File: src/rtl/mem_arbiter_pkg.sv
// mem_arbiter_pkg: LC-3b memory word/mask types and the arbiter state encoding
package mem_arbiter_pkg;
  typedef logic [15:0] lc3b_word;
  typedef logic [1:0] lc3b_mem_wmask;
  typedef enum logic [1:0] {ARB_IDLE, ARB_SERVE_I, ARB_SERVE_D} lc3b_arb_state;
endpackage

File: src/rtl/mem_arbiter.sv
// mem_arbiter: shares one memory port between fetch (I) and mem stage (D), D-priority with I starvation guard
module mem_arbiter
  import mem_arbiter_pkg::*;
#(
  parameter int unsigned STARVE_LIMIT = 4
) (
  input  logic          clk,
  input  logic          reset,
  input  logic          if_read,
  input  lc3b_word      if_address,
  output lc3b_word      if_rdata,
  output logic          if_resp,
  input  logic          d_read,
  input  logic          d_write,
  input  lc3b_mem_wmask d_byte_enable,
  input  lc3b_word      d_address,
  input  lc3b_word      d_wdata,
  output lc3b_word      d_rdata,
  output logic          d_resp,
  input  logic          mem_resp,
  input  lc3b_word      mem_rdata,
  output logic          mem_read,
  output logic          mem_write,
  output lc3b_mem_wmask mem_byte_enable,
  output lc3b_word      mem_address,
  output lc3b_word      mem_wdata
);
  localparam logic [3:0] LIMIT = 4'(STARVE_LIMIT);
  lc3b_arb_state state_q, state_d;
  logic [3:0] starve_q, starve_d;
  lc3b_word addr_q, addr_d, wdata_q, wdata_d;
  lc3b_mem_wmask be_q, be_d;
  logic wr_q, wr_d;
  logic d_req, grant_i, grant_d, done;
  always_ff @(posedge clk) begin
    if (reset) begin
      state_q  <= ARB_IDLE;
      starve_q <= '0;
      addr_q   <= '0;
      wdata_q  <= '0;
      be_q     <= '0;
      wr_q     <= 1'b0;
    end else begin
      state_q  <= state_d;
      starve_q <= starve_d;
      addr_q   <= addr_d;
      wdata_q  <= wdata_d;
      be_q     <= be_d;
      wr_q     <= wr_d;
      assert (!(d_read && d_write));
    end
  end
  always_comb begin
    d_req   = d_read | d_write;
    grant_i = state_q == ARB_IDLE && if_read && (!d_req || starve_q == LIMIT);
    grant_d = state_q == ARB_IDLE && d_req && !grant_i;
    done    = state_q != ARB_IDLE && mem_resp;
    state_d = grant_i ? ARB_SERVE_I : grant_d ? ARB_SERVE_D : done ? ARB_IDLE : state_q;
    starve_d = (grant_i || (grant_d && !if_read)) ? 4'd0
             : (grant_d && starve_q != LIMIT) ? starve_q + 4'd1 : starve_q;
    // a simultaneous read+write from D is resolved as a write
    addr_d  = grant_i ? if_address : grant_d ? d_address : addr_q;
    wdata_d = grant_i ? '0 : grant_d ? d_wdata : wdata_q;
    be_d    = grant_i ? 2'b11 : grant_d ? (d_write ? d_byte_enable : 2'b11) : be_q;
    wr_d    = grant_i ? 1'b0 : grant_d ? d_write : wr_q;
    mem_read        = state_q == ARB_SERVE_I || (state_q == ARB_SERVE_D && !wr_q);
    mem_write       = state_q == ARB_SERVE_D && wr_q;
    mem_byte_enable = state_q == ARB_IDLE ? 2'b00 : be_q;
    mem_address     = addr_q;
    mem_wdata       = wdata_q;
    if_resp  = done && state_q == ARB_SERVE_I;
    d_resp   = done && state_q == ARB_SERVE_D;
    if_rdata = mem_rdata;
    d_rdata  = mem_rdata;
  end
endmodule

File: config.mk
export PLATFORM = sky130hd
export DESIGN_NAME = mem_arbiter
export DESIGN_NICKNAME = d
export VERILOG_FILES = /design/src/rtl/mem_arbiter_pkg.sv /design/src/rtl/mem_arbiter.sv
export SDC_FILE = /design/constraint.sdc
export NUM_CORES = 1
export LEC_CHECK = 0
export CELL_PAD_IN_SITES_DETAIL_PLACEMENT = 0
export CELL_PAD_IN_SITES_GLOBAL_PLACEMENT = 1
export CORE_ASPECT_RATIO = 0.6
export CORE_MARGIN = 3
export CORE_UTILIZATION = 22
export CTS_BUF_LIST = sky130_fd_sc_hd__clkbuf_8
export DETAILED_ROUTE_END_ITERATION = 7
export PLACE_DENSITY_LB_ADDON = 0.1
export RECOVER_POWER = 50
export SETUP_SLACK_MARGIN = 0.1
export SLEW_MARGIN = 0
export SYNTH_ARGS = -nofsm -noshare
export SYNTH_HDL_FRONTEND = slang
export SYNTH_SLANG_ARGS = --single-unit
File: constraint.sdc
create_clock -name clk -period 1.9 [get_ports clk]
set_clock_uncertainty 0.2 [all_clocks]
set_input_delay 0.19 -clock clk [delete_from_list [all_inputs] [get_ports clk]]
set_output_delay 0.19 -clock clk [all_outputs]
set_load 0.005 [all_outputs]
==> key figures <==
Outcome
  – Run status: completed

Critical path
  – Crit path kind: flip-flop to flip-flop
  – Worst path required time: 1890 ps
  – Slowest CP cell: dfxtp_2
  – Max incr delay on CP: 340 ps
  – Max Fanout on Critical Path: 4
  – R2R cell count: 8
  – Crit start category: flip-flop
  – Critical Path End Type: flip-flop
  – WP data arrival: 1850 ps
  – Critical path, cell by cell: inv_2 -> ha_4 -> and3b_2 -> o211ai_4 -> buf_6 -> clkbuf_16 -> mux2i_4 -> o2bb2ai_2

Route
  – Via Count: 1726
  – Number of DRC markers in iteration 0: 83
  – Met2 WL post-DR: 2203 um
  – WL/cell: 13.87 um
  – Top layer in use: met4
  – Final wirelength: 5771 um
  – Met3 WL: 510 um
  – Drt via density: 4.149
  – Wl on met1: 3035 um
  – TritonRoute pass-1 iters: 4
  – DRC: 0
  – Final ANT Viol Nets: 0

Clock tree
  – Longest Clk Path Bufs: 2
  – CTS tree: done
  – Clk pin slew, worst setup/hold paths: 80 ps
  – Clock root buffer: clkbuf_8
  – Cts bufs inserted: 5
  – Clock latency on the worst-skew pair: 290 ps
  – CTS Hold Bufs: 0
  – Num Clock Sinks: 41
  – H-tree levels: 2

Power
  – Power Dens Cells: 705.6 nW/um^2
  – Static leakage: 1.327 nW
  – Power share of the clock group: 0.312
  – Sw Pwr: 0.5791 mW
  – Logic pwr share: 0.266
  – Internal Power: 1.739 mW
  – Max VDD drop: 0.3026 mV
  – Switching Fraction: 0.2498
  – Sequential share of power: 0.422

Worst hold path
  – Worst hold stages: 0
  – Hold crit path type: primary input to output pin

Synth
  – Gate count of the mapped netlist: 219
  – Synth warnings: 0
  – Post-synth top area cell: dfxtp_1
  – Post-synth top area share: 0.4118
  – Synth Register Bits: 41
  – Avg Inst Size Synth: 9.101 um^2
  – Mapped Area: 1993 um^2
  – Syn_nets: 293
  – Unique cell type count in the Yosys netlist: 32
  – Sequential area share after synthesis: 0.4118
  – Top cells by area, synth: dfxtp_1 (41%), buf_4 (12%), mux2i_1 (8.0%)

STA
  – Max Freq: 0.5363 GHz
  – Final Max Slew Viols: 0
  – Least-Margin Pin Slew: 288.2 ps
  – Worst hold slack: 180.0 ps
  – Setup violators final: 0
  – Final hold violations: 0
  – Fin crit period: 1865 ps
  – Final period util: 0.9813
  – Relative slew slack: 0.8072
  – RSZ-0062 raised after global routing: yes

Finish
  – Fraction of layout cells with a size suffix above 1: 0.2072
  – Final Instance Area: 3286 um^2
  – Most frequent cells in the layout: clkdlybuf4s50_1 (88), nand2_1 (37), dfxtp_1 (37)
  – Most common cell after layout, fill and taps aside: clkdlybuf4s50_1
  – Nets: 377
  – Ant diodes: 0
  – Area grow syn2layout: 64.85%

Global routing
  – Gr ovfl total: 0
  – Initial antenna violation count: 0
  – Largest net degree at the start of global routing: 22
  – Vias in the first global route: 1660
  – First-pass GRT wire length: 8694 um
  – Total Routing Usage GR: 0.1071

Floorplanning
  – Chip width: 128.9 um
  – I/O pins: 142
  – Row count: 26
  – Core Box Area: 8653 um^2
  – Die Area: 10280 um^2
  – Die H: 79.73 um
  – Initial Utilization: 0.2303

Place
  – Area after DPL: 2925 um^2
  – Placer Congestion: 0.7506
  – Final HPWL DP: 4006 um
  – I/O Buffers: 93

Job
  – Max cap viols: 0
-- stage by stage --
| stage | setup TNS, ps | setup slack, ps | power, mW | util | instances |
|---|---|---|---|---|---|
| floorplan | 0 | 124.4 | 1.253 | - | 219 |
| global placement | 0 | 43.80 | 1.561 | 0.3381 | 398 |
| detailed placement | 0 | 11.83 | 1.558 | 0.3381 | 398 |
| CTS | 0 | 68.87 | 2.312 | 0.3584 | 409 |
| global route | -544.0 | -56.23 | 2.448 | 0.3797 | 416 |
| finish | 0 | 35.44 | 2.318 | 0.3797 | 416 |
-- Yosys cell counts, drive strengths merged --
library cell	number
nand2b	4
dfxtp	41
o31a	1
nand3	3
and3b	1
nor2b	2
o21ai	4
nand3b	2
a21oi	25
and4b	1
a2111o	1
buf	40
o2bb2ai	16
inv	4
and2	1
mux2i	16
nor2	8
nand4	2
clkbuf	3
nand2	37
o211ai	1
nor3	4
ha	2
-- cells by family (layout without fill, tap and decap cells) --
kind of cell    after synthesis  after routing  share of synthesized area
flops                        41             41                     0.4118
simple gates                 65             65                     0.1588
compound gates               48             48                     0.1682
buf+inv                      47            132                     0.1682
fa+ha+maj                     2              2                    0.01255
mux                          16             16                    0.08035
-- what timing repair did --
item,CTS,global route
cloned,1,2
setup buffers,2,5
pin swaps,1,6
gates resized for setup,6,27
endpoints found under the setup margin,22,45
-- power groups by stage --
stage	clock network [mW]	logic (mW)	registers, mW
detailed placement	0	0.563	0.995
global placement	0	0.563	0.999
global route	0.788	0.670	0.990
finish	0.724	0.616	0.979
floorplan	0	0.253	1.00
CTS	0.759	0.576	0.978
-- layout make-up --
type                            count  area [um^2]
Fill cell                         867         5368
Timing Repair Buffer              120         1259
Multi-Input combinational cell    131        927.1
Sequential cell                    41        828.3
Tap cell                          112        140.1
Clock buffer                        6        82.58
Clock inverter                      2        33.78
Inverter                            4        15.01
-- routing by layer --
| layer | vias to the layer above | track usage |
|---|---|---|
| met2 | 54 | 0.1426 |
| met5 | - | 0 |
| met4 | 0 | 0.02306 |
| met3 | 4 | 0.04479 |
| met1 | 775 | 0.1574 |
| li1 | 893 | - |
-- sequential cells by signal, indices dropped and copies added, names as in the netlist --
signal,flops
mem_address,16
mem_wdata,16
starve_q,4
be_q,2
state_q,2
wr_q,1
-- final timing paths --
path	startpoint	end	slack [ps]
worst max-delay path	starve_q[0]	mem_address[2]	40
worst min-delay path	mem_rdata[7]	d_rdata[7]	180
worst max register to register	starve_q[0]	mem_address[2]	40
worst min register to register	mem_wdata[5]	mem_wdata[5]	260
-- critical path, delay by kind of cell, from the launching register on --
family | cells | cell delay, ps
adder cells (fa/ha/maj) | 1 | 150
multiplexers | 1 | 220
flip-flops | 1 | 340
AO/OA/AOI/OAI | 2 | 270
AND/OR/NAND/NOR | 1 | 220
buffers and inverters | 3 | 350
No activity file was read; power rests on OpenSTA's default activity.
